===== src/rtl/lcd_msg_pkg.sv =====
// ----------------------------------------------------------------------------
// lcd_msg_pkg
// Shared definitions for the score-driven LCD message sequencer:
//   - leader/status encodings (tie, player 1 ahead, player 2 ahead, nothing displayed)
//   - sequencer FSM state enum
//   - message length and the three 16-character ASCII message strings
//   - msg_char(): picks one character out of a packed message string
// ----------------------------------------------------------------------------
package lcd_msg_pkg;

   localparam logic [1:0] ST_TIE  = 2'b00;
   localparam logic [1:0] ST_P1   = 2'b01;
   localparam logic [1:0] ST_P2   = 2'b10;
   localparam logic [1:0] ST_NONE = 2'b11;

   typedef enum logic [2:0] {
      S_IDLE       = 3'd0,
      S_CLEAR      = 3'd1,
      S_CLEAR_WAIT = 3'd2,
      S_WRITE      = 3'd3,
      S_GAP        = 3'd4,
      S_DONE       = 3'd5
   } state_t;

   localparam int MSG_LEN = 16;

   localparam logic [7:0] ASCII_SPACE = 8'h20;

   // Character 0 sits in the most significant byte of each packed string.
   localparam logic [8*MSG_LEN-1:0] MSG_P1_TEXT  = "PLAYER 1 WINNING";
   localparam logic [8*MSG_LEN-1:0] MSG_P2_TEXT  = "PLAYER 2 WINNING";
   localparam logic [8*MSG_LEN-1:0] MSG_TIE_TEXT = {"SCORE IS TIED", ASCII_SPACE, ASCII_SPACE, ASCII_SPACE};

   function automatic logic [7:0] msg_char(input logic [8*MSG_LEN-1:0] text,
                                           input logic [3:0]           idx);
      return text[8*(MSG_LEN - 1 - int'(idx)) +: 8];
   endfunction

endpackage


===== src/rtl/lcd_msg_rom.sv =====
// ----------------------------------------------------------------------------
// lcd_msg_rom
// Combinational character lookup for the status messages.
// Ports:
//   i_msg_sel  in  2  message select (status encoding); 11 yields spaces
//   i_idx      in  4  character position 0..15
//   o_char     out 8  ASCII character at that position
// ----------------------------------------------------------------------------
module lcd_msg_rom
   import lcd_msg_pkg::*;
(
   input  logic [1:0] i_msg_sel,
   input  logic [3:0] i_idx,
   output logic [7:0] o_char
);

   // Message select plus position to ASCII byte
   always_comb begin
      o_char = ASCII_SPACE;
      case (i_msg_sel)
         ST_P1:   o_char = msg_char(MSG_P1_TEXT, i_idx);
         ST_P2:   o_char = msg_char(MSG_P2_TEXT, i_idx);
         ST_TIE:  o_char = msg_char(MSG_TIE_TEXT, i_idx);
         default: o_char = ASCII_SPACE;
      endcase
   end

endmodule


===== src/rtl/score_lcd_sequencer.sv =====
// ----------------------------------------------------------------------------
// score_lcd_sequencer
// Compares two player scores and, whenever the leader status differs from
// the message on the LCD, clears the LCD and rewrites a 16-character status
// message one character at a time with pacing gaps.
// Ports:
//   clock          in  1        system clock
//   reset          in  1        asynchronous active-high reset
//   player1_score  in  SCORE_W  unsigned score, player 1
//   player2_score  in  SCORE_W  unsigned score, player 2
//   lcd_clear      out 1        one-cycle clear pulse
//   lcd_write_en   out 1        one-cycle pulse per character
//   lcd_data       out 8        ASCII character, 00 outside writes
//   leader         out 2        displayed status (00 tie, 01 P1, 10 P2, 11 none)
//   busy           out 1        high from CLEAR through the last GAP
//   done           out 1        one-cycle pulse when a message completes
// ----------------------------------------------------------------------------
module score_lcd_sequencer
   import lcd_msg_pkg::*;
#(
   parameter int SCORE_W    = 10,
   parameter int CLEAR_WAIT = 2000,
   parameter int CHAR_GAP   = 500
) (
   input  logic               clock,
   input  logic               reset,
   input  logic [SCORE_W-1:0] player1_score,
   input  logic [SCORE_W-1:0] player2_score,
   output logic               lcd_clear,
   output logic               lcd_write_en,
   output logic [7:0]         lcd_data,
   output logic [1:0]         leader,
   output logic               busy,
   output logic               done
);

   // One shared counter serves both the post-clear wait and the char gap.
   localparam int CNT_MAX = (CLEAR_WAIT > CHAR_GAP) ? CLEAR_WAIT : CHAR_GAP;
   localparam int CNT_W   = $clog2(CNT_MAX + 1);

   state_t             r_state;
   logic [CNT_W-1:0]   r_cnt;
   logic [3:0]         r_idx;
   logic [1:0]         r_msg_sel;
   logic [1:0]         r_leader;
   logic               r_lcd_clear;
   logic               r_lcd_write_en;
   logic [7:0]         r_lcd_data;
   logic               r_busy;
   logic               r_done;

   state_t             w_state_nx;
   logic [CNT_W-1:0]   w_cnt_nx;
   logic [3:0]         w_idx_nx;
   logic [1:0]         w_msg_sel_nx;
   logic [1:0]         w_leader_nx;
   logic [1:0]         w_live;
   logic [7:0]         w_rom_char;

   // Live leader status from an unsigned full-width compare
   always_comb begin
      w_live = ST_TIE;
      if (player1_score > player2_score) begin
         w_live = ST_P1;
      end else if (player2_score > player1_score) begin
         w_live = ST_P2;
      end else begin
         w_live = ST_TIE;
      end
   end

   // The ROM is addressed with next-state values so the registered
   // character lines up with the cycle the FSM spends in WRITE.
   lcd_msg_rom u_rom (
      .i_msg_sel (w_msg_sel_nx),
      .i_idx     (w_idx_nx),
      .o_char    (w_rom_char)
   );

   // Next-state, counter, index, message-select and leader logic
   always_comb begin
      w_state_nx   = r_state;
      w_cnt_nx     = r_cnt;
      w_idx_nx     = r_idx;
      w_msg_sel_nx = r_msg_sel;
      w_leader_nx  = r_leader;
      case (r_state)
         S_IDLE: begin
            if (w_live != r_leader) begin
               w_msg_sel_nx = w_live;
               w_state_nx   = S_CLEAR;
            end else begin
               w_state_nx   = S_IDLE;
            end
         end
         S_CLEAR: begin
            w_state_nx = S_CLEAR_WAIT;
            w_cnt_nx   = '0;
         end
         S_CLEAR_WAIT: begin
            if (r_cnt == CNT_W'(CLEAR_WAIT - 1)) begin
               w_state_nx = S_WRITE;
               w_cnt_nx   = '0;
               w_idx_nx   = 4'd0;
            end else begin
               w_cnt_nx   = r_cnt + CNT_W'(1);
            end
         end
         S_WRITE: begin
            w_state_nx = S_GAP;
            w_cnt_nx   = '0;
         end
         S_GAP: begin
            if (r_cnt == CNT_W'(CHAR_GAP - 1)) begin
               w_cnt_nx = '0;
               // Last-character test comes before any increment, so idx never wraps.
               if (r_idx == 4'(MSG_LEN - 1)) begin
                  w_state_nx = S_DONE;
               end else begin
                  w_idx_nx   = r_idx + 4'd1;
                  w_state_nx = S_WRITE;
               end
            end else begin
               w_cnt_nx = r_cnt + CNT_W'(1);
            end
         end
         S_DONE: begin
            w_leader_nx = r_msg_sel;
            w_state_nx  = S_IDLE;
         end
         default: begin
            w_state_nx = S_IDLE;
         end
      endcase
   end

   // State, datapath and Moore output registers
   always_ff @(posedge clock or posedge reset) begin
      if (reset) begin
         r_state        <= S_IDLE;
         r_cnt          <= '0;
         r_idx          <= 4'd0;
         r_msg_sel      <= ST_TIE;
         r_leader       <= ST_NONE;
         r_lcd_clear    <= 1'b0;
         r_lcd_write_en <= 1'b0;
         r_lcd_data     <= 8'h00;
         r_busy         <= 1'b0;
         r_done         <= 1'b0;
      end else begin
         r_state        <= w_state_nx;
         r_cnt          <= w_cnt_nx;
         r_idx          <= w_idx_nx;
         r_msg_sel      <= w_msg_sel_nx;
         r_leader       <= w_leader_nx;
         r_lcd_clear    <= (w_state_nx == S_CLEAR);
         r_lcd_write_en <= (w_state_nx == S_WRITE);
         r_lcd_data     <= (w_state_nx == S_WRITE) ? w_rom_char : 8'h00;
         r_busy         <= (w_state_nx == S_CLEAR) || (w_state_nx == S_CLEAR_WAIT) ||
                           (w_state_nx == S_WRITE) || (w_state_nx == S_GAP);
         r_done         <= (w_state_nx == S_DONE);
      end
   end

   assign lcd_clear    = r_lcd_clear;
   assign lcd_write_en = r_lcd_write_en;
   assign lcd_data     = r_lcd_data;
   assign leader       = r_leader;
   assign busy         = r_busy;
   assign done         = r_done;

endmodule


===== config.mk =====
export PLATFORM = sky130hd
export DESIGN_NAME = score_lcd_sequencer
export DESIGN_NICKNAME = d
export VERILOG_FILES = /design/src/rtl/lcd_msg_pkg.sv /design/src/rtl/lcd_msg_rom.sv /design/src/rtl/score_lcd_sequencer.sv
export SDC_FILE = /design/constraint.sdc
export NUM_CORES = 1
export LEC_CHECK = 0
export BUFFER_PORTS_ARGS = -buffer_cell sky130_fd_sc_hd__clkbuf_2
export CORE_MARGIN = 5
export CORE_UTILIZATION = 37
export CTS_CLUSTER_SIZE = 20
export DETAILED_ROUTE_END_ITERATION = 8
export REMOVE_ABC_BUFFERS = 1
export SYNTH_ARGS = -nofsm -noshare
export SYNTH_HDL_FRONTEND = slang
export SYNTH_SLANG_ARGS = --single-unit

===== constraint.sdc =====
create_clock -name clock -period 4.8 [get_ports clock]
set_input_delay 0.96 -clock clock [delete_from_list [all_inputs] [get_ports clock]]
set_output_delay 0.96 -clock clock [all_outputs]
set_load 0.05 [all_outputs]

==> results of run 1 <==
## worst reg2reg max path: cells and delay by family (launching register included)
kind            cells  cell delay [ns]
flops               1             0.39
simple gates        4             1.04
compound gates      2             0.56
fa+ha+maj           1             0.29
buf+inv             1             0.24
mux                 1             0.38
## per-stage QoR
| stage | instances | utilization (%) |
|---|---|---|
| floorplan | 241 | - |
| global placement | 351 | 41.9 |
| detailed placement | 351 | 41.9 |
| CTS | 359 | 43.7 |
| global route | 359 | 43.7 |
| finish | 359 | 43.7 |
## where the power goes
part | internal (W) | switching, W | leakage (nW)
sequential | 0.000279 | 0.00000156 | 0.433
combinational | 0.0000235 | 0.0000321 | 0.722
clock | 0.000154 | 0.000103 | 0.0552
total | 0.000457 | 0.000137 | 1.21
## registers in the layout (all words and copies together) (netlist names)
| name | cells |
|---|---|
| lcd_write_en | 1 |
| lcd_data | 7 |
| busy | 1 |
| lcd_clear | 1 |
| leader | 2 |
| r_msg_sel | 2 |
| done | 1 |
| r_state | 3 |
| r_idx | 4 |
| r_cnt | 11 |
## synthesized netlist by cell type (2+ instances only)
master / number / area (sq um)
nor3_1: 7 / 35.0
a211oi_1: 4 / 30.0
o22ai_1: 2 / 12.5
a32oi_1: 2 / 17.5
ha_1: 15 / 188
a21oi_1: 6 / 30.0
nand2_1: 16 / 60.1
nand4b_1: 2 / 17.5
or3_4: 2 / 22.5
or3_1: 3 / 18.8
buf_4: 2 / 15.0
inv_1: 20 / 75.1
nand3_1: 12 / 60.1
o211ai_1: 2 / 15.0
mux2_4: 2 / 30.0
mux2_2: 2 / 22.5
dfstp_2: 2 / 52.6
xor2_1: 5 / 43.8
buf_2: 5 / 25.0
dfrtp_1: 31 / 776
a21boi_0: 2 / 15.0
a21o_1: 2 / 15.0
xnor2_1: 8 / 70.1
nand4_1: 7 / 43.8
nand2b_1: 2 / 12.5
o21ai_0: 11 / 55.1
nor2_1: 31 / 116
o31ai_1: 2 / 15.0
nor2b_1: 2 / 12.5
mux2i_1: 5 / 50.1
nor4_1: 2 / 12.5
## worst min-delay path by stage
stage | to | depth (start not counted) | startpoint
floorplan | r_msg_sel[1] | 2 | r_msg_sel[1]
global placement | r_cnt[1] | 2 | r_cnt[1]
detailed placement | r_msg_sel[1] | 2 | r_msg_sel[1]
CTS | r_msg_sel[1] | 2 | r_msg_sel[1]
global route | r_cnt[10] | 2 | r_cnt[10]
finish | r_cnt[10] | 2 | r_cnt[10]
## kinds of logic (layout without fill, tap and decap cells)
logic type,after synthesis,after routing,synth area share [%]
and+or+nand+nor,101,101,24.4
AOI/OAI and AO/OA,47,47,15.3
DFF,33,33,36.3
buffers and inverters,31,65,6.15
adders and majority gates,15,15,8.23
xor gates and xnor gates,13,13,4.99
muxes,9,9,4.50
other,1,1,0.164
## area by class of cell
| type | instances | area [sq um] |
|---|---|---|
| fillers | 607 | 3350 |
| repair buffers | 35 | 178 |
| inverters | 22 | 85.1 |
| multi-input cells | 186 | 1310 |
| clock inverters | 2 | 35.0 |
| clock buffers | 6 | 72.6 |
| flip-flops and latches | 33 | 828 |
| well taps | 75 | 93.8 |
## per-layer routing
metal / vias to the layer above / GRT usage, % / part of all wire, %
met5: - / 0 / 0
li1: 962 / - / -
met4: 0 / 6.32 / 2.1
met3: 8 / 2.89 / 4.6
met1: 858 / 16.6 / 47
met2: 37 / 19.3 / 47
==> impl_metrics.env, run 1 <==
export IMPL_hold_buffers=0
export IMPL_grt_max_degree=34
export IMPL_dieArea_sq_um=7830
export IMPL_cp_start_kind="input pin"
export IMPL_path_buf_inv=2
export IMPL_regToRegEndpoint="lcd_data[0]"
export IMPL_ys_types=65
export IMPL_ff2ff_path_depth=9
export IMPL_hold_violations=0
export IMPL_gr_usage_all_layers_pct=12.6
export IMPL_cp_required_ns=4.96
export IMPL_syn_to_final_growth_pct=14.2
export IMPL_grt_first_pass_wirelength_microns=7760
export IMPL_place_area_sq_um=2500
export IMPL_cts_root_buffer="clkbuf_8"
export IMPL_synthCells=250
export IMPL_finalWirelength_microns=4590
export IMPL_crit_slowest_cell="o41ai_4"
export IMPL_relSlewSlack_pct=43.3
export IMPL_min_period_over_period_pct=71.4
export IMPL_drtIter0Drc=75
export IMPL_fmaxAchievable_mhz=292
export IMPL_vias_per_cell=5.19
export IMPL_drive_gt1_share_pct=22.5
export IMPL_most_common_layout_cells="clkbuf_2, nor2_1, dfrtp_1, inv_1, nand2_1"
export IMPL_crit_path_max_fanout=14
export IMPL_setup_tns_ns=0
export IMPL_crit_chain="clkbuf_2 -> inv_1 -> ha_1 -> a211oi_1 -> o21ai_0 -> o41ai_4 -> a31oi_1 -> o221a_2 -> or3_4 -> a21oi_1 -> nor3b_1"
export IMPL_fin_crit_ns=3.43
export IMPL_worst_path_stages=11
export IMPL_finalMaxSlewViolations=0
export IMPL_postSynthAreaPerCell_sq_um=9.12
export IMPL_status="completed"
export IMPL_maxCapViolations=0
export IMPL_rr_startpoint="r_cnt[0]"
export IMPL_critPathMaxStageDelay_ns=0.53
export IMPL_first_global_vias=1757
export IMPL_cts_setup_buffers=0
export IMPL_drc=0
export IMPL_synth_edff_count=0
export IMPL_final_common_cell="clkbuf_2"
export IMPL_grt_antenna_before_repair=0
export IMPL_io_buffers=34
export IMPL_routedWlPerCell_microns=12.8
export IMPL_cts_buffers_inserted=5
export IMPL_pre_cts_ws_ns=1.09
export IMPL_core_sq_um=5960
export IMPL_whs_ns=0.563
export IMPL_leakagePower_nw=1.21
export IMPL_final_cell_area_sq_um=2600
export IMPL_synth_seq_area_share_pct=36.3
export IMPL_clk_path_buf_depth=2
export IMPL_initial_core_util_pct=38.3
export IMPL_rsz0062_at_grt="false"
export IMPL_worstSetupStartpoint="player1_score[7]"
export IMPL_cts_resized=0
export IMPL_cp_end_kind="register"
export IMPL_clkSlewWorstSetupHoldPaths_ns=0.07
export IMPL_fin_skew_ns=0.00723
export IMPL_crit_family="compound AO/OA/AOI/OAI gates"
export IMPL_rows=28
export IMPL_endpoint="lcd_data[6]"
export IMPL_nets=320
export IMPL_setup_viol=0
export IMPL_pwr_density_cell_nw_per_um2=228
export IMPL_ys_flop_type="dfrtp_1"
export IMPL_grt_overflow_total=0
export IMPL_gp_congestion=0.806
export IMPL_fp_dieW_microns=88.5
export IMPL_ir_drop_mv=0.101
export IMPL_worst_setup_path_type="input pin to register"
export IMPL_critical_path_arrival_ns=3.59
export IMPL_synth_warnings=0
export IMPL_synthesis_area_sq_um=2280
export IMPL_cts_sinks=33
export IMPL_drt_pass1_iter_count=4
export IMPL_r2r_slack_ns=1.75
export IMPL_async_flop_share_pct=100
export IMPL_ys_ff_latch=33
export IMPL_clkLatencyLatePin_ns=0.29
export IMPL_tightest_slew_ns=0.849
export IMPL_diodes=0
export IMPL_total_power_w=0.000593
export IMPL_postRouteAntennaNets=0
export IMPL_setup_slack_ns=1.37
export IMPL_cts_tree="done"
export IMPL_cts_htree_levels=2
export IMPL_die_height_microns=88.5
export IMPL_via_count=1865
export IMPL_hp_class="register to register"
export IMPL_dp_hpwl_microns=3430
export IMPL_io_pins=36
No activity file was read; power rests on OpenSTA's default activity.
==> run 2: changes to the inputs <==
ABC_AREA = 1   (was default)
clock period = 3.1 ns   (was 4.8 ns; I/O delays follow)
==> run 2 against run 1 <==
- non-clock buffer count rose by 1
- cell count rose by 21%
- sequential share of layout area shrank 1.4 points
- global-route usage decreased by 0.27 points
- clock power is 38% higher
- cell area grew 4.7%
- setup slack lost 0.62 ns
- critical path depth rose by 6
- die area is 3.2% higher
- total power increased by 44%
- synthesized cell count is 26% higher
- largest cell class unchanged
- highest routed layer unchanged
==> impl_metrics.env, run 2 <==
export IMPL_cp_required_ns=3.27
export IMPL_hold_buffers=0
export IMPL_grt_max_degree=14
export IMPL_clkSlewWorstSetupHoldPaths_ns=0.07
export IMPL_cp_end_kind="register"
export IMPL_die_height_microns=89.9
export IMPL_most_common_layout_cells="nand2_1, inv_1, clkbuf_2, dfrtp_1, nand3_1"
export IMPL_nets=392
export IMPL_io_buffers=34
export IMPL_cts_setup_buffers=0
export IMPL_yosysMostFrequentCell="nand2_1"
export IMPL_postRouteAntennaNets=0
export IMPL_path_common_cell="inv_1"
export IMPL_crit_path_max_fanout=8
export IMPL_maxCapViolations=0
export IMPL_cts_buffers_inserted=5
export IMPL_synth_warnings=0
export IMPL_fin_crit_ns=2.35
export IMPL_drive_gt1_share_pct=26.7
export IMPL_dp_hpwl_microns=3790
export IMPL_syn_to_final_growth_pct=15.4
export IMPL_ys_flop_type="dfrtp_1"
export IMPL_cts_root_buffer="clkbuf_8"
export IMPL_leakagePower_nw=1.49
export IMPL_finalWirelength_microns=4760
export IMPL_ys_ff_latch=33
export IMPL_cp_start_kind="input pin"
export IMPL_crit_slowest_cell="ha_1"
export IMPL_synth_seq_area_share_pct=35.1
export IMPL_io_pins=36
export IMPL_yosys_top_cells_count="nand2_1, inv_1, dfrtp_1"
export IMPL_wl_met2_microns=2130
export IMPL_grt_antenna_before_repair=0
export IMPL_largest_register_ffs=11
export IMPL_fillers=657
export IMPL_clk_path_buf_depth=2
export IMPL_ys_top_cells_by_area="dfrtp_1, nand2_1, inv_1"
export IMPL_regMostFlops="r_cnt"
export IMPL_fmaxAchievable_mhz=426
export IMPL_hold_violations=0
export IMPL_final_cell_area_sq_um=2730
export IMPL_cts_htree_levels=2
export IMPL_rsz0062_at_grt="false"
export IMPL_pwr_density_cell_nw_per_um2=314
export IMPL_ys_types=40
export IMPL_ir_drop_mv=0.206
export IMPL_core_sq_um=6280
export IMPL_min_period_over_period_pct=75.7
export IMPL_cts_tree="done"
export IMPL_via_count=2082
export IMPL_cts_resized=0
export IMPL_critical_path_arrival_ns=2.52
export IMPL_grt_overflow_total=0
export IMPL_diodes=0
export IMPL_synthesis_area_sq_um=2360
export IMPL_dieArea_sq_um=8080
export IMPL_critPathMaxStageDelay_ns=0.30
export IMPL_drt_pass1_iter_count=4
export IMPL_first_global_vias=1907
export IMPL_drc=0
export IMPL_rows=29
export IMPL_finalMaxSlewViolations=0
export IMPL_drtIter0Drc=127
export IMPL_final_util_pct=43.4
export IMPL_cts_sinks=33
export IMPL_hp_class="input pin to async pin"
export IMPL_worst_setup_path_type="input pin to register"
export IMPL_fin_skew_ns=0.00440
export IMPL_gr_usage_all_layers_pct=12.3
export IMPL_clkLatencyLatePin_ns=0.28
export IMPL_synthCells=314
export IMPL_setup_tns_ns=0
export IMPL_relSlewSlack_pct=63.4
export IMPL_async_flop_share_pct=100
export IMPL_met3_length_microns=308
export IMPL_wl_met1_microns=2250
export IMPL_grt_first_pass_wirelength_microns=8390
export IMPL_path_buf_inv=4
export IMPL_final_common_cell="nand2_1"
export IMPL_top_layer_used="met4"
export IMPL_status="completed"
export IMPL_gp_congestion=0.887
export IMPL_postSynthAreaPerCell_sq_um=7.52
export IMPL_setup_viol=0
export IMPL_tightest_slew_ns=0.548
export IMPL_initial_core_util_pct=37.6
export IMPL_synth_top_area_share_pct=32.9
export IMPL_routedWlPerCell_microns=11.0
export IMPL_synth_largest_area_cell="dfrtp_1"
export IMPL_place_area_sq_um=2620
export IMPL_fp_dieW_microns=89.9
export IMPL_crit_family="simple AND/OR/NAND/NOR gates"
export IMPL_crit_chain="clkbuf_2 -> inv_1 -> ha_1 -> nand2_2 -> inv_1 -> a21oi_2 -> nand3_2 -> nand2_1 -> nand2_1 -> nand3_2 -> nand3_1 -> nand2_4 -> nand2_2 -> o21ai_1 -> nor2_1 -> o21ai_1 -> inv_1"
export IMPL_synth_edff_count=0
export IMPL_vias_per_cell=4.81
## run 2: cell count changes after synthesis, sizes merged, moves of 6 or more
cell and change:
inv +40, o21ai +7, nand3 +23, nor2 -6, nand2 +61, buf -6
xnor2 -7
## run 2: final cells by class
class	count	area [sq um]	share of cell area, %
clock buffers	7	96.3	3.54
inverters	65	248	9.09
multi-input cells	214	1270	46.5
well taps	77	96.3	3.54
flip-flops and latches	33	828	30.4
repair buffers	36	185	6.80
clock inverters	1	5.00	0.184
## run 2: worst paths after layout
path / from / to / cells after the start / slack, ns
setup / recovery: player1_score[9] / lcd_data[1] / 17 / 0.75
setup reg to reg: r_cnt[0] / lcd_data[5] / 14 / 0.86
max in group asynchronous: reset / r_cnt[6] / 3 / 2.16
hold / removal: reset / lcd_data[5] / 2 / 0.35
min in group clock: leader[1] / leader[1] / 2 / 0.52
hold reg to reg: leader[1] / leader[1] / 2 / 0.52
## run 2: cell families after synthesis
family          count (synthesis)  synth area share (%)
fa+ha+maj                      15                  7.95
buf+inv                        67                  11.3
xor+xnor                        2                 0.742
simple gates                  159                  35.3
flops                          33                  35.1
other cells                     1                 0.159
compound gates                 37                  9.43
## run 2: routing by layer
metal,track usage (%),up-vias
met2,18.9,60
met1,16.3,927
li1,-,1088
met4,5.33,0
met3,3.17,7
met5,0,-
## run 2: where the power goes
group | switching (W) | leakage, nW | internal, W
sequential | 0 | 0.423 | 0.000431
clock | 0.000154 | 0.0542 | 0.000201
combinational | 0.0000413 | 1.01 | 0.0000280
total | 0.000195 | 1.49 | 0.000659
## run 2: through the flow
stage               setup WS (ns)  hold slack [ns]  total power (W)  instances
floorplan                   0.730            0.479         0.000485        312
global placement            0.490            0.502         0.000507        425
detailed placement          0.441            0.509         0.000510        425
CTS                         0.737            0.373         0.000870        433
global route                0.499            0.397         0.000904        433
finish                      0.752            0.352         0.000854        433
